==> src/rtl/alu_pkg.sv <==
// Shared types and constants for the ALU command sequencer.
// Opcode map, FSM encoding and result bundle.
package alu_pkg;

  localparam int OP_W   = 3;
  localparam int DATA_W = 8;

  localparam logic [OP_W-1:0] OP_ADD = 3'd0;
  localparam logic [OP_W-1:0] OP_SUB = 3'd1;
  localparam logic [OP_W-1:0] OP_MAX = 3'd2;
  localparam logic [OP_W-1:0] OP_MIN = 3'd3;
  localparam logic [OP_W-1:0] OP_SHR = 3'd4;
  localparam logic [OP_W-1:0] OP_SHL = 3'd5;

  typedef enum logic [1:0] {
    IDLE,
    WAIT,
    HOLD
  } state_t;

  typedef struct packed {
    logic [DATA_W-1:0] z;
    logic              of;
    logic [OP_W-1:0]   op;
    logic              ill;
  } res_t;

  function automatic logic is_legal_op(
    input logic [OP_W-1:0] op
  );
    return op <= OP_SHL;
  endfunction

endpackage

==> src/rtl/alu_ref_model.sv <==
// Combinational golden model of the 8-bit signed ALU.
// Used by the sequencer when ALU_SELF_CHECK_EN is defined.
module alu_ref_model
  import alu_pkg::*;
(
  input  logic [DATA_W-1:0] a,
  input  logic [DATA_W-1:0] b,
  input  logic [OP_W-1:0]   op,
  output logic [DATA_W-1:0] z,
  output logic              of
);

  always_comb begin
    z  = '0;
    of = 1'b0;
    unique case (op)
      OP_ADD: begin
        z  = a + b;
        of = (a[7] == b[7]) && (z[7] != a[7]);
      end
      OP_SUB: begin
        z  = a - b;
        of = (a[7] != b[7]) && (z[7] != a[7]);
      end
      OP_MAX: z = ($signed(a) > $signed(b)) ? a : b;
      OP_MIN: z = ($signed(a) < $signed(b)) ? a : b;
      OP_SHR: z = {a[7], a[7:1]};
      OP_SHL: begin
        z  = {b[6:0], 1'b0};
        of = b[7] ^ b[6];
      end
      default: begin
        z  = '0;
        of = 1'b0;
      end
    endcase
  end

endmodule

==> src/rtl/alu_cmd_sequencer.sv <==
// Initiator for the 8-bit ALU: command in, settle, result out.
// Optional ALU_SELF_CHECK_EN adds a golden model and mismatch_sticky.
module alu_cmd_sequencer
  import alu_pkg::*;
#(
  parameter int SETTLE_CYC = 1,
  parameter int CNT_W      = 16
) (
  input  logic              clk,
  input  logic              rst_n,
  input  logic              cmd_valid,
  output logic              cmd_ready,
  input  logic [DATA_W-1:0] cmd_a,
  input  logic [DATA_W-1:0] cmd_b,
  input  logic [OP_W-1:0]   cmd_op,
  output logic [DATA_W-1:0] alu_a,
  output logic [DATA_W-1:0] alu_b,
  output logic [OP_W-1:0]   alu_op,
  input  logic [DATA_W-1:0] alu_z,
  input  logic              alu_of,
  output logic              res_valid,
  input  logic              res_ready,
  output logic [DATA_W-1:0] res_z,
  output logic              res_of,
  output logic [OP_W-1:0]   res_op,
  output logic              res_illegal,
  output logic [CNT_W-1:0]  cmd_count,
  output logic [CNT_W-1:0]  of_count,
`ifdef ALU_SELF_CHECK_EN
  output logic              mismatch_sticky,
`endif
  output logic              err_sticky
);

  localparam int SC_W = 4;

  state_t          state, state_nx;
  logic [SC_W-1:0] cnt;
  logic            acc;
  logic            cap;
  logic            legal;
  res_t            res_q;

  function automatic logic [CNT_W-1:0] sat_inc(
    input logic [CNT_W-1:0] v
  );
    return (&v) ? v : v + 1'b1;
  endfunction

  assign legal       = is_legal_op(cmd_op);
  assign res_valid   = (state == HOLD);
  assign res_z       = res_q.z;
  assign res_of      = res_q.of;
  assign res_op      = res_q.op;
  assign res_illegal = res_q.ill;

  always_comb begin
    state_nx = state;
    acc      = 1'b0;
    cap      = 1'b0;
    unique case (state)
      IDLE: begin
        if (cmd_valid && cmd_ready) begin
          acc      = 1'b1;
          state_nx = legal ? WAIT : HOLD;
        end
      end
      WAIT: begin
        if (cnt == SC_W'(1)) begin
          cap      = 1'b1;
          state_nx = HOLD;
        end
      end
      HOLD: begin
        if (res_ready) state_nx = IDLE;
      end
      default: state_nx = IDLE;
    endcase
  end

  // cmd_ready is registered so it rises one edge after reset release
  always_ff @(posedge clk or negedge rst_n) begin
    if (!rst_n) begin
      state      <= IDLE;
      cmd_ready  <= 1'b0;
      cnt        <= '0;
      alu_a      <= '0;
      alu_b      <= '0;
      alu_op     <= '0;
      res_q      <= '0;
      cmd_count  <= '0;
      of_count   <= '0;
      err_sticky <= 1'b0;
    end else begin
      state     <= state_nx;
      cmd_ready <= (state_nx == IDLE);
      if (acc) cmd_count <= sat_inc(cmd_count);
      if (acc && legal) begin
        alu_a  <= cmd_a;
        alu_b  <= cmd_b;
        alu_op <= cmd_op;
        cnt    <= SC_W'(SETTLE_CYC);
      end
      if (acc && !legal) begin
        res_q      <= '{z: '0, of: 1'b0,
                        op: cmd_op, ill: 1'b1};
        err_sticky <= 1'b1;
      end
      if (state == WAIT && !cap) cnt <= cnt - 1'b1;
      if (cap) begin
        res_q <= '{z: alu_z, of: alu_of,
                   op: alu_op, ill: 1'b0};
        if (alu_of) of_count <= sat_inc(of_count);
      end
    end
  end

`ifdef ALU_SELF_CHECK_EN
  logic [DATA_W-1:0] ref_z;
  logic              ref_of;

  alu_ref_model u_ref (
    .a  (alu_a),
    .b  (alu_b),
    .op (alu_op),
    .z  (ref_z),
    .of (ref_of)
  );

  always_ff @(posedge clk or negedge rst_n) begin
    if (!rst_n) begin
      mismatch_sticky <= 1'b0;
    end else if (cap) begin
      if (ref_z != alu_z || ref_of != alu_of)
        mismatch_sticky <= 1'b1;
    end
  end
`endif

endmodule

==> config.mk <==
export PLATFORM = sky130hd
export DESIGN_NAME = alu_cmd_sequencer
export DESIGN_NICKNAME = d
export VERILOG_FILES = /design/src/rtl/alu_pkg.sv /design/src/rtl/alu_ref_model.sv /design/src/rtl/alu_cmd_sequencer.sv
export SDC_FILE = /design/constraint.sdc
export NUM_CORES = 1
export LEC_CHECK = 0
export ABC_AREA = 1
export CAP_MARGIN = 20
export CORE_MARGIN = 3
export CORE_UTILIZATION = 45
export DETAILED_ROUTE_END_ITERATION = 8
export PLACE_DENSITY = 0.71
export SYNTH_ARGS = -nofsm -noshare
export SYNTH_HDL_FRONTEND = slang
export SYNTH_SLANG_ARGS = --single-unit
==> constraint.sdc <==
create_clock -name clk -period 1.8 [get_ports clk]
set_input_delay 0.36 -clock clk [delete_from_list [all_inputs] [get_ports clk]]
set_output_delay 0.36 -clock clk [all_outputs]
set_load 0.005 [all_outputs]
==> results of run 1 <==
==> area by class of cell <==
type                            count  area [um2]
Clock buffer                       12       145.1
Multi-Input combinational cell    355        1623
Timing Repair Buffer              118        1146
Fill cell                         701        2736
Sequential cell                    72        1802
Tap cell                          102       127.6
Clock inverter                      3       42.54
Inverter                           49       185.2
==> metrics by stage <==
step / utilization, % / instances
final: 64.95 / 711
after global routing: 64.95 / 711
after floorplan: - / 485
after global placement: 61.97 / 692
after detailed placement: 61.97 / 692
after CTS: 64.63 / 709
==> cells in the final DEF, fill, tap and decap left out, types with 2 or more instances in the layout <==
cell type / synthesis / layout
clkbuf_1: 3 / 2
nand3_1: 43 / 43
xnor2_1: 7 / 7
o22ai_1: 2 / 2
ha_1: 4 / 3
xor2_1: 2 / 2
nor2_4: 3 / 4
clkinv_2: 1 / 2
nand2_1: 208 / 208
clkdlybuf4s50_1: 0 / 96
dfrtp_1: 72 / 72
nor2_2: 9 / 9
nand4_1: 11 / 11
buf_4: 0 / 19
inv_2: 4 / 4
inv_1: 44 / 44
o21ai_0: 13 / 13
clkbuf_8: 0 / 10
nand3b_1: 3 / 3
nor2_1: 42 / 41
==> kinds of logic (layout without fill, tap and decap cells) <==
logic type	after synthesis	in the layout	synth area share [%]
buffers and inverters	58	182	6.541
DFF	72	72	49.32
adders and majority gates	4	4	1.370
AOI/OAI and AO/OA	17	17	2.466
xor gates and xnor gates	9	9	2.158
and+or+nand+nor	325	325	38.15
==> power by group through the flow <==
stage	clock, mW	combinational, mW	sequential, mW
3_3_place_gp	0	2.33	2.51
5_1_grt	1.36	2.74	2.55
2_1_floorplan	0	0.990	2.52
3_5_place_dp	0	2.40	2.51
4_1_cts	1.28	2.43	2.49
6_report	1.24	2.43	2.49
==> worst max-delay path, cell delays in order (launching register included) <==
cell             delay (ns)
dfrtp_1                0.38
buf_4                  0.14
clkdlybuf4s50_1        0.51
==> metal layers <==
layer / vias to the layer above / part of all wire [%]
li1: 1753 / -
met3: 9 / 7.1
met2: 91 / 47
met4: 0 / 0.85
met1: 1587 / 45
met5: - / 0
==> how the worst min path moves through the flow <==
stage | startpoint | endpoint | slack [ns] | cells after the start
3_3_place_gp | rst_n | res_z[1] | 0.28 | 1
2_1_floorplan | rst_n | alu_a[0] | 0.06 | 0
6_report | rst_n | res_z[1] | 0.46 | 2
4_1_cts | rst_n | res_z[1] | 0.46 | 2
3_5_place_dp | rst_n | res_z[1] | 0.28 | 1
5_1_grt | rst_n | res_z[1] | 0.49 | 2
==> sequential cells by signal, summed over array words and instances (netlist names) <==
signal and cells:
alu_a 8, alu_b 8, alu_op 3, cmd_count 16
cmd_ready 1, cnt 4, err_sticky 1, of_count 16
res_illegal 1, res_of 1, res_op 3, res_z 8
state 2
==> repair_timing <==
action                                  in CTS  in global routing
hold buffers                                 1                  0
pin swaps                                    0                  0
resized for setup                            1                  3
hold endpoints to repair                    21                  0
endpoints found under the setup margin       1                 13
buffers inserted                             1                  2
==> results.md, run 1 <==
* Status: completed
* Placement Setup Slack at -0.07128 ns
* Final Hold Violating Endpoints at 0
* Vias in the first global route at 3300
* Nets at 641
* Antenna cell count at 0
* Reg clk slew, reported paths at 0.07 ns
* Total of max-cap violations at 0
* Core area at 7807 um2
* Pleak at 2.454 nW
* CTS max path bufs at 2
* Cell Area, Placed at 4838 um2
* Clk pwr share at 20.2%
* DRT antenna net count at 0
* Initial antenna violation count at 0
* Yosys top cell area share at 49.32%
* Cts bufs inserted at 9
* Peak supply drop at 0.0006628 V
* Fraction of layout cells with a size suffix above 1 at 9.360%
* Drt total wl at 8988 um
* Largest net degree at the start of global routing at 33
* Post-synth ARST share at 100.0%
* Synth top area cells: dfrtp_1 49%, nand2_1 21%, nand3_1 5.9%
* Hold Crit Class: in2async
* Mapped Nets at 521
* Post-synth EDFFs at 0
* PnR Total Power at 6.159 mW
* Setup TNS after final layout at 0 ns
* Clk_skew at 0.008411 ns
* H-tree levels at 3
* Post-route cell area at 5071 um2
* Routed len/inst at 12.64 um
* CTS tree: yes
* Top FF cell, synth: dfrtp_1
* Final critical-path required period at 1.718 ns
* YS warnings at 0
* Synth Instances at 485
* Worst Tran Pin Value at 0.4453 ns
* FMAX at 582.1 MHz
* Switching share of power at 33.20%
* Critical path required time at 1.44 ns
* RR Endpoint: cmd_count[13]
* Sequential share of the synthesized area at 49.32%
* Post-DR vias/cell at 4.838
* Critical path data arrival time at 1.36 ns
* Std cell rows at 32
* Die width at 96.11 um
* GRT Total Usage at 20.83%
* Clock Latency Late Sink at 0.34 ns
* M2 GR Usage at 33.87%
* Sequential share of power at 40.4%
* Placer Congestion at 0.8497
* Reg-to-Reg Start: cmd_count[0]
* Final HPWL DP at 6680 um
* Setup-failing EPs final at 0
* P&R area growth vs syn at 38.80%
* Initial DRC count at 146
* Critical path endpoint category: output port
* Synthesized area per cell at 7.533 um2
* Boundary Pins at 99
* CP max FO at 4
* Synthesized area at 3654 um2
* Grt ovf at 0
* Cell accounting for the most synthesized area: dfrtp_1
* Relative slew slack at 70.28%
* First-pass GRT wire length at 15100 um
* CP Launch Type: flip-flop
* Pwr dens at 1215 nW/um2
* WHS at 0.4592 ns
* Die Area at 9236 um2
* Die height at 96.11 um
* Pint at 4.114 mW
* Sink Count at 72
* Via count at 3440
* CTS Root Cell: clkbuf_8
* Critical path endpoint: cmd_count[8]
* CP Class: reg2out
* Residual DRC at 0
* Synth Register Bits at 72
* Grt met1 use at 26.86%
* RSZ-0062 raised after global routing: false
* Fin crit share at 95.44%
* Cell count of the worst reg-to-reg path at 9
* Flop-to-flop setup slack at 0.20 ns
* Critical path startpoint: cmd_count[8]
* Synth cell types at 27
* Router iterations before antenna repair at 4
* Sw Pwr at 2.045 mW
* IO Port Bufs at 98
* Most used routing layer: met2
* Gate power share at 39.5%
* Final Slew Violations at 0
* Final setup margin at 0.08202 ns
* Top post-synthesis cells by count: 208 x nand2_1, 72 x dfrtp_1, 44 x inv_1, 43 x nand3_1, 42 x nor2_1
* Top-count cell post-synth: nand2_1
* Global routing usage on met3 at 6.489%
* Initial Util at 46.79%
(Power assumes the default switching activity.)
==> run 2, diff against run 1 <==
--- a/config.mk
+++ b/config.mk
@@ -10,7 +10,8 @@
 export CORE_MARGIN = 3
 export CORE_UTILIZATION = 45
 export DETAILED_ROUTE_END_ITERATION = 8
-export PLACE_DENSITY = 0.71
+export DONT_BUFFER_PORTS = 1
+export PLACE_DENSITY = 0.56
 export SYNTH_ARGS = -nofsm -noshare
 export SYNTH_HDL_FRONTEND = slang
 export SYNTH_SLANG_ARGS = --single-unit
==> results.md, run 2 (synthesis results as in run 1) <==
* Die height at 96.11 um (unchanged)
* Post-DR vias/cell at 4.898 (+1.2%)
* CTS tree: yes
* Relative slew slack at 66.45% (-3.8 points)
* Largest net degree at the start of global routing at 73 (+120%)
* Fin crit share at 87.93% (-7.5 points)
* Std cell rows at 32 (unchanged)
* Fraction of layout cells with a size suffix above 1 at 11.49% (+2.1 points)
* RR Endpoint: of_count[4]
* CP Launch Type: flip-flop
* Switching share of power at 37.26% (+4.1 points)
* Worst Tran Pin Value at 0.5027 ns (+0.05734 ns)
* Die Area at 9236 um2 (unchanged)
* Router iterations before antenna repair at 6 (+2)
* Grt ovf at 0 (unchanged)
* H-tree levels at 3 (unchanged)
* Pleak at 2.031 nW (-17%)
* Sequential share of power at 51.8% (+11 points)
* Pint at 3.142 mW (-24%)
* CTS Root Cell: clkbuf_8
* Boundary Pins at 99 (unchanged)
* Die width at 96.11 um (unchanged)
* Cell count of the worst reg-to-reg path at 10 (+1)
* Clk pwr share at 22.6% (+2.4 points)
* Clk_skew at 0.01057 ns (+0.002155 ns)
* Routed len/inst at 13.77 um (+8.9%)
* Clock Latency Late Sink at 0.33 ns (about the same)
* Antenna cell count at 0 (unchanged)
* Flop-to-flop setup slack at 0.22 ns (+0.02 ns)
* GRT Total Usage at 19.44% (-1.4 points)
* Nets at 537 (-16%)
* Final critical-path required period at 1.583 ns (-0.1353 ns)
* P&R area growth vs syn at 10.10%
* WHS at -0.2857 ns (-0.7448 ns)
* CTS max path bufs at 2 (unchanged)
* CP Class: reg2reg
* Initial antenna violation count at 0 (unchanged)
* IO Port Bufs at 0 (-100%)
* Residual DRC at 0 (unchanged)
* Cts bufs inserted at 9 (unchanged)
* RSZ-0062 raised after global routing: false
* Initial Util at 46.79% (unchanged)
* Gate power share at 25.6% (-14 points)
* Final HPWL DP at 6125 um (-8.3%)
* Sink Count at 72 (unchanged)
* Sw Pwr at 1.866 mW (-8.8%)
* Reg clk slew, reported paths at 0.08 ns (about the same)
* Peak supply drop at 0.0006319 V (-4.7%)
* Vias in the first global route at 2935 (-11%)
* Placer Congestion at 0.8301 (-2.3%)
* Pwr dens at 1245 nW/um2 (+2.5%)
* Setup-failing EPs final at 0 (unchanged)
* Final Hold Violating Endpoints at 72 (+72)
* Most frequent cells in the layout: 206 x nand2_1, 69 x dfrtp_1, 44 x inv_1
* Total of max-cap violations at 0 (unchanged)
* Most common cell after layout, fill and taps aside: nand2_1
* Reg-to-Reg Start: of_count[0]
* Initial DRC count at 88 (-40%)
* CP max FO at 19 (+15)
* Via count at 2973 (-14%)
* Hold Crit Class: in2async
* Final cell count without fillers at 607 (-15%)
* FMAX at 631.8 MHz (+8.5%)
* Critical path endpoint category: flip-flop
* Final Slew Violations at 0 (unchanged)
* Status: complete, but fails checks
* Failing checks: negative hold slack
* First-pass GRT wire length at 13990 um (-7.4%)
* Dpl cells at 592 (-14%)
* Critical path required time at 2.03 ns (+0.59 ns)
* Core area at 7807 um2 (unchanged)
* Largest regs: cmd_count x16, of_count x16
* Drt total wl at 8359 um (-7.0%)
* DRT antenna net count at 0 (unchanged)
* Critical path data arrival time at 1.82 ns (+0.46 ns)
run 2: changes by cell type in the layout (fill, tap and decap cells not counted), moves of 2 or more:
cell / before / now
clkbuf_1: 2 / 0
clkdlybuf4s50_1: 96 / 0
dfrtp_2: 0 / 3
dfrtp_1: 72 / 69
buf_4: 19 / 14
nand2_1: 208 / 206
nand2_2: 1 / 3
run 2: area by class of cell:
class,instances,area [um2]
clock buffer,10,137.6
sequential,72,1805
timing repair buffer,14,105.1
fill,809,3785
multi-input combinational,355,1628
inverter,49,185.2
tap,102,127.6
clock inverter,5,33.78
run 2: metal layers:
| layer | vias up | part of all wire, % | global-route usage (%) |
|---|---|---|---|
| met2 | 93 | 46 | 31.11 |
| li1 | 1544 | - | - |
| met4 | 0 | 1.1 | 6.043 |
| met1 | 1327 | 44 | 24.88 |
| met3 | 9 | 9.2 | 6.411 |
| met5 | - | 0 | 0 |
run 2: worst max-delay path by stage:
stage	start	to	cells after the start
after floorplan	cmd_count[0]	cmd_count[11]	9
after global placement	cmd_count[1]	cmd_count[4]	9
after detailed placement	cmd_count[1]	cmd_count[11]	9
after CTS	cmd_count[1]	cmd_count[12]	8
after global routing	state[1]	cmd_count[13]	7
final	of_count[0]	of_count[4]	10
run 2: critical path: stages, from the launching register on:
cell,delay (ns)
dfrtp_2,0.41
ha_2,0.21
nand2_1,0.07
nor2_2,0.15
nand2_2,0.10
clkinv_2,0.07
nand2_4,0.07
nand2_8,0.13
inv_2,0.12
nand2_1,0.08
nand2_1,0.05
run 2: power by group through the flow:
stage	sequential, mW	clock, mW	combinational, mW
5_1_grt	2.68	1.25	1.52
3_3_place_gp	2.62	0	1.26
6_report	2.59	1.13	1.28
4_1_cts	2.60	1.18	1.30
3_5_place_dp	2.63	0	1.30
2_1_floorplan	2.52	0	0.990
run 2: per-stage QoR:
stage | TNS (ns) | util (%) | setup slack, ns | area [um2] | power, mW
global route | 0 | 51.52 | 0.03045 | 4023 | 5.452
detailed placement | 0 | 49.09 | 0.01062 | 3832 | 3.923
floorplan | 0 | - | 0.3122 | 3654 | 3.506
global placement | -0.1538 | 49.09 | -0.03428 | 3832 | 3.880
CTS | 0 | 51.35 | 0.04119 | 4009 | 5.086
finish | 0 | 51.52 | 0.2173 | 4023 | 5.008
run 2: repair_timing:
item                                   CTS  global route
setup endpoints to repair                1            15
pin swaps                                0             1
buffers inserted                         0             0
gates resized for setup                  1             7
endpoints found under the hold margin   72            72
==> run 3, diff against run 2 <==
--- a/config.mk
+++ b/config.mk
@@ -6,6 +6,7 @@
 export NUM_CORES = 1
 export LEC_CHECK = 0
 export ABC_AREA = 1
+export ABC_CLOCK_PERIOD_IN_PS = 1800
 export CAP_MARGIN = 20
 export CORE_MARGIN = 3
 export CORE_UTILIZATION = 45
==> results of run 3 <==
Final layout, timing and power as in run 2 (identical DEF).
